[src/rtl/vdic_mult_pipe.sv]
// Pipelined signed multiplier with operand parity checking, an operand queue and
// a valid/ack result handshake. Define VDIC_MULT_ERR_CNT_EN to add the err_cnt port.
module vdic_mult_pipe #(
  parameter int DATA_W     = 16,
  parameter int FIFO_DEPTH = 4,
  parameter int MUL_STAGES = 2
) (
  input  logic                             clk,
  input  logic                             rst,
  input  logic [DATA_W-1:0]                arg_a,
  input  logic                             arg_a_parity,
  input  logic [DATA_W-1:0]                arg_b,
  input  logic                             arg_b_parity,
  input  logic                             req,
  output logic                             ack,
  output logic [2*DATA_W-1:0]              result,
  output logic                             result_parity,
  output logic                             arg_parity_error,
  output logic                             result_rdy,
  input  logic                             result_ack,
  output logic [$clog2(FIFO_DEPTH+1)-1:0]  fifo_level
`ifdef VDIC_MULT_ERR_CNT_EN
  ,
  output logic [15:0]                      err_cnt
`endif
);

  localparam int LW = $clog2(FIFO_DEPTH + 1);
  localparam int PW = (FIFO_DEPTH > 1) ? $clog2(FIFO_DEPTH) : 1;
  localparam int RW = 2 * DATA_W;
  localparam int EW = 2 * DATA_W + 2;
  localparam int LS = MUL_STAGES - 1;
  localparam logic [LW-1:0] DEPTH_L = LW'(FIFO_DEPTH);

  // Operand queue
  logic [EW-1:0]     r_mem [FIFO_DEPTH];
  logic [PW-1:0]     r_wr_ptr;
  logic [PW-1:0]     r_rd_ptr;
  logic [LW-1:0]     r_level;
  logic [LW-1:0]     w_level_next;
  logic              r_ack;

  logic              w_push;
  logic              w_pop;
  logic              w_adv;
  logic              w_empty;

  // Queue head and issue-stage computation
  logic [DATA_W-1:0] w_head_a;
  logic [DATA_W-1:0] w_head_b;
  logic              w_head_ap;
  logic              w_head_bp;
  logic              w_err;
  logic signed [RW-1:0] w_prod_full;
  logic              w_s1_vld;
  logic              w_s1_err;
  logic [RW-1:0]     w_s1_prod;
  logic [RW-1:0]     w_last_in;

  // Pipeline stages; index LS is the output register
  logic [MUL_STAGES-1:0] r_vld;
  logic [MUL_STAGES-1:0] r_err;
  logic [RW-1:0]         r_prod [MUL_STAGES];
  logic                  r_par;

  // Global stall: nothing moves while an unconsumed result is presented.
  assign w_adv   = !r_vld[LS] || result_ack;
  assign w_empty = (r_level == '0);
  assign w_push  = req && r_ack;
  assign w_pop   = w_adv && !w_empty;

  assign {w_head_a, w_head_ap, w_head_b, w_head_bp} = r_mem[r_rd_ptr];

  assign w_err       = ((^w_head_a) != w_head_ap) || ((^w_head_b) != w_head_bp);
  assign w_prod_full = $signed(w_head_a) * $signed(w_head_b);

  assign w_s1_vld  = w_pop;
  assign w_s1_err  = w_pop && w_err;
  assign w_s1_prod = (w_pop && !w_err) ? w_prod_full : '0;

  // Parity is computed on the value entering the output register.
  if (MUL_STAGES == 1) begin : g_last_direct
    assign w_last_in = w_s1_prod;
  end else begin : g_last_shift
    assign w_last_in = r_prod[MUL_STAGES-2];
  end

  always_comb begin
    w_level_next = r_level;
    if (w_push && !w_pop)
      w_level_next = r_level + LW'(1);
    else if (w_pop && !w_push)
      w_level_next = r_level - LW'(1);
  end

  always_ff @(posedge clk) begin
    if (w_push)
      r_mem[r_wr_ptr] <= {arg_a, arg_a_parity, arg_b, arg_b_parity};
  end

  always_ff @(posedge clk) begin
    if (rst) begin
      r_wr_ptr <= '0;
      r_rd_ptr <= '0;
      r_level  <= '0;
      r_ack    <= 1'b0;
    end else begin
      if (w_push)
        r_wr_ptr <= r_wr_ptr + PW'(1);
      if (w_pop)
        r_rd_ptr <= r_rd_ptr + PW'(1);
      r_level <= w_level_next;
      r_ack   <= (w_level_next < DEPTH_L);
    end
  end

  always_ff @(posedge clk) begin
    if (rst) begin
      r_vld <= '0;
      r_err <= '0;
      r_par <= 1'b0;
      for (int unsigned i = 0; i < MUL_STAGES; i++)
        r_prod[i] <= '0;
    end else if (w_adv) begin
      r_vld[0]  <= w_s1_vld;
      r_err[0]  <= w_s1_err;
      r_prod[0] <= w_s1_prod;
      for (int unsigned i = 1; i < MUL_STAGES; i++) begin
        r_vld[i]  <= r_vld[i-1];
        r_err[i]  <= r_err[i-1];
        r_prod[i] <= r_prod[i-1];
      end
      r_par <= ^w_last_in;
    end
  end

`ifdef VDIC_MULT_ERR_CNT_EN
  logic [15:0] r_err_cnt;

  always_ff @(posedge clk) begin
    if (rst)
      r_err_cnt <= '0;
    else if (r_vld[LS] && result_ack && r_err[LS] && (r_err_cnt != '1))
      r_err_cnt <= r_err_cnt + 16'd1;
  end

  assign err_cnt = r_err_cnt;
`endif

  assign ack              = r_ack;
  assign fifo_level       = r_level;
  assign result           = r_prod[LS];
  assign result_parity    = r_par;
  assign arg_parity_error = r_err[LS];
  assign result_rdy       = r_vld[LS];

endmodule
[config.mk]
export PLATFORM = sky130hd
export DESIGN_NAME = vdic_mult_pipe
export DESIGN_NICKNAME = d
export VERILOG_FILES = /design/src/rtl/vdic_mult_pipe.sv
export SDC_FILE = /design/constraint.sdc
export NUM_CORES = 1
export LEC_CHECK = 0
export CAP_MARGIN = 20
export CORE_UTILIZATION = 40
export DETAILED_ROUTE_END_ITERATION = 10
export PLACE_DENSITY = 0.6
export SLEW_MARGIN = 30
export SYNTH_ARGS = -nofsm -noshare
export SYNTH_HDL_FRONTEND = slang
export SYNTH_SLANG_ARGS = --single-unit
[constraint.sdc]
create_clock -name clk -period 7.07 [get_ports clk]
set_input_delay 1.414 -clock clk [delete_from_list [all_inputs] [get_ports clk]]
set_output_delay 1.414 -clock clk [all_outputs]
set_load 0.01 [all_outputs]
* Word level (Yosys, flattened, before mapping)
Memory sizes are Yosys's and may differ from the RTL's. A register that Yosys moved wholly into a read port is not among the register bits.
Index checks and enable logic that the tools add are counted.
** Storage, ports and cells
- Bits in registers :: 13
- RAM bits :: 200
- Bits of input ports :: 38
- Output and inout port bits :: 39
- Memories :: 2
** Cells by class
- Add/sub/neg operators :: 4
- Multipliers :: 1
- Magnitude comparators :: 1
- Equal/unequal tests :: 2
- Mux-type cells :: 14
- Bitwise gates (word level) :: 2
- Reduce and logical (&&, ||, !) cells :: 17
** Memories
- r_mem :: depth 4, bits a word 34, read ports 1, clocked after memory_dff 1, wr ports 1, line 36 : logic [EW-1:0] r_mem [FIFO_DEPTH];
- r_prod :: depth 2, bits a word 32, read ports 2, clocked after memory_dff 0, wr ports 2, line 63 : logic [RW-1:0] r_prod [MUL_STAGES];
** Operators by type and width (count)
- $mux W32 :: 3
- $mul A16 B16 Y32 :: 1
- $reduce_xor A16 Y1 :: 2
- $reduce_xor A32 Y1 :: 1
- $mux W1 :: 7
- $logic_and A1 B1 Y1 :: 6
- $mux W3 :: 2
- $logic_not A1 Y1 :: 5
- $add A2 B1 Y2 const B :: 2
- $mux W2 :: 2
- $add A3 B1 Y3 const B :: 1
- $logic_not A3 Y1 :: 1
- $lt A3 B3 Y1 const B :: 1
- $sub A3 B1 Y3 const B :: 1
- $logic_or A1 B1 Y1 :: 2
- $ne A1 B1 Y1 :: 2
- $or A1 B1 Y1 :: 2

* Longest topological paths before layout
- Word-level depth :: 7
- Gate-level depth with buffers :: 28

* Worst setup path after synthesis
Ideal clock, no wire load.
- Path kind :: reg2reg
- Start :: reg (tool-made name)
- End :: mem r_prod[0][30] (netlist bit) (data pin)
- Setup time :: 0.262 ns
- Arrival time :: 6.565 ns
- Required time :: 6.808 ns
- Slack :: 0.243 ns
- Cell stages (with the launch flop) :: 26
- Path buffers :: 4
- Clock period less this slack :: 6.827 ns
- Cell sequence :: dfxtp_1 buf_6 buf_6 buf_4 buf_1 mux2_2 nor2_1 fa_1 inv_1 fa_1 fa_1 inv_1 fa_1 fa_1 inv_1 fa_1 inv_1 ha_1 nand2_1 nor2_1 a211oi_1 a31oi_1 a221o_1 a211oi_1 nand4b_1 a31oi_1
** RTL lines (line)
- end, declared :: 63

==> impl_metrics.tcl <==
set metrics [dict create \
    yosys-top-cells-area "edfxtp_1, fa_1, inv_1" \
    rrSetupSlack_ns 0.28 \
    synth.top_cells.by_count "inv_1, fa_1, edfxtp_1, nand2_1, nor2_1" \
    worstReg2RegEnd "r_prod[0][26]$_SDFFCE_PN0P_" \
    synth.distinct_cells 56 \
    place_area_mm2 0.0203 \
    fillCellCount 4252 \
    max_slew_margin_pct 49.3 \
    worst-path-max-fanout 12 \
    syn_inst 1623 \
    yosysTopAreaCell "edfxtp_1" \
    hold_depth 2 \
    dp_cells 2284 \
    status "finished clean" \
    ant_nets 0 \
    cap_violations 0 \
    portBuffers 76 \
    drt_iter0_markers 574 \
    synth_nets 2014 \
    synth.yosys.seq_area_share_pct 33.8 \
    coreArea_mm2 0.0457 \
    fin_ws_ns 0.281 \
    drc 0 \
    synth-edff-count 200 \
    gr-total-overflow 0 \
    path_class "flip-flop to flip-flop" \
    cts_buffers 23 \
    num_antenna_cells 0 \
    final_cell_area_mm2 0.0212 \
    timing.final.crit_share_pct 96.0 \
    yosysMostFrequentCell "inv_1" \
    syn_to_final_growth_pct 13.3 \
    clockBufferDepth 3 \
    ys.flop_type "edfxtp_1" \
    instances_no_fill 2341 \
    hp-start "r_vld[0]$_SDFFE_PP0P_" \
    worst_pin_slew_ns 0.760 \
    yosys_warnings 0 \
    clock_latency_ns 0.55 \
    die_h_um 218 \
    ios 77 \
    fin_tns_setup_ns 0 \
    fp.dieArea_mm2 0.0475 \
    finClkSkew_ns 0.0283 \
    setup_viol 0 \
    cts.sinks 215 \
    vias_per_cell 4.85 \
    synthArstFlopShare_pct 0 \
    grt_antenna_before_repair 0 \
    crit_path_end_kind "flip-flop" \
    hold_path_end "r_vld[1]$_SDFFE_PP0P_" \
    drt_pass1_iterations 5 \
    layout-drive-gt1-share_pct 9.53 \
    grt_pass1_vias 12000 \
    min_path_type "flip-flop to flip-flop" \
    critPathRequiredTime_ns 7.32 \
    syn_area_mm2 0.0187 \
    grt_usage_pct 17.7 \
    routed_wl_um 40700 \
    root_buffer "clkbuf_16" \
    cts-htree-levels 1 \
    yosys.area.top_type_share_pct 32.2 \
    row_count 78 \
    crit_arrival_ns 7.04 \
    finalCriticalPeriod_ns 6.79 \
    wl_per_cell_um 17.4 \
    path_clk_slew_ns 0.06 \
    gp_congestion 0.919 \
    hold_viol_final 0 \
    fin_nets 2116 \
    crit_path_start_kind "flip-flop" \
    synth_seq_cells 215 \
    grt_pass1_wl_um 64900 \
    avgSynthCellArea_um2 11.5 \
    grt_max_degree 61 \
    timing.fmax_mhz 147 \
    rr_worst_depth 24 \
    pre_cts_ws_ns 0.0722 \
    start_util_pct 40.9 \
    vias 11400 \
    drv_slew 0 \
    die_w_um 218 \
    hpwlAfterDp_um 31600 \
    cts_tree "built" \
]
## flip-flops by register name (all words and copies together) (netlist names), named ones only
signal / cells
ack: 1
fifo_level: 3
r_err: 2
r_mem: 136
r_prod: 64
r_rd_ptr: 2
r_vld: 2
r_wr_ptr: 2
result_parity: 1
## layout make-up
cell class	instances	area, µm²	share of cell area, %
Timing Repair Buffer	153	1430	6.77
Clock inverter	9	61.3	0.290
Inverter	333	1250	5.91
Clock buffer	32	629	2.98
Sequential cell	215	6310	29.8
Multi-Input combinational cell	999	10700	50.7
Tap cell	600	751	3.55
## layer usage
layer / global-route usage, % / up-vias / share of wire (%)
met5: 0 / - / 0
met4: 4.64 / 0 / 2.4
met3: 2.72 / 57 / 6.2
met2: 29.3 / 357 / 47
met1: 24.1 / 5671 / 45
li1: - / 5271 / -
## worst max-delay path, cell delays in order (launching register included)
cell	delay, ns
dfxtp_2	0.43
buf_12	0.19
mux4_2	0.65
nand2_1	0.18
inv_1	0.08
fa_1	0.53
inv_1	0.05
fa_1	0.55
inv_1	0.06
fa_1	0.50
inv_1	0.06
fa_1	0.55
fa_1	0.42
fa_1	0.49
inv_1	0.04
ha_1	0.32
o21ai_0	0.17
a21oi_1	0.06
nor2_1	0.13
a31oi_2	0.07
a221o_1	0.38
a211oi_1	0.22
buf_4	0.15
xor2_1	0.13
nor2_1	0.06
## logic make-up (layout without fill, tap and decap cells)
kind of cell	count (synthesis)	in the layout	share of synthesized area, %
compound gates	92	92	3.16
xor+xnor	98	98	4.71
fa+ha+maj	353	353	34.2
buf+inv	410	527	9.18
flops	215	215	33.8
mux	63	64	5.28
simple gates	392	392	9.69
## layout by cell type, fill, tap and decap left out, drive strengths merged, types with 8 or more instances in the layout
cell and count:
dfxtp 15, xor2 18, a21o 8, clkinv 9, clkdlybuf4s50 76, and2 90, clkbuf 33, ha 91
o21ai 17, xnor2 79, edfxtp 200, mux4 27, mux2 11, mux2i 26, buf 76, fa 262
nor2 102, nand2 163, inv 333, a21oi 28
## per-stage QoR
step                      util [%]  hold WS [ns]
after global placement        44.3         0.448
final                         46.3         0.469
after CTS                     45.9         0.483
after global routing          46.3         0.498
after detailed placement      44.3         0.474
after floorplan                  -         0.432
## timing repair
item | 4_1_cts | 5_1_grt
resized for setup | 0 | 11
endpoints found under the setup margin | 0 | 9
hold buffers | 0 | 0
setup buffers | 0 | 14
## worst max path at each step
stage                                        to       from  cells past startpoint
finish              r_prod[0][26]$_SDFFCE_PN0P_  flip-flop                     24
CTS                 r_prod[0][31]$_SDFFCE_PN0P_  flip-flop                     22
detailed placement  r_prod[0][31]$_SDFFCE_PN0P_  flip-flop                     22
floorplan           r_prod[0][30]$_SDFFCE_PN0P_  flip-flop                     25
global route        r_prod[0][30]$_SDFFCE_PN0P_  flip-flop                     24
global placement    r_prod[0][31]$_SDFFCE_PN0P_  flip-flop                     22
Power is not shown: default switching activity piles up to over one toggle a cycle in this logic, so the estimate is an artifact.
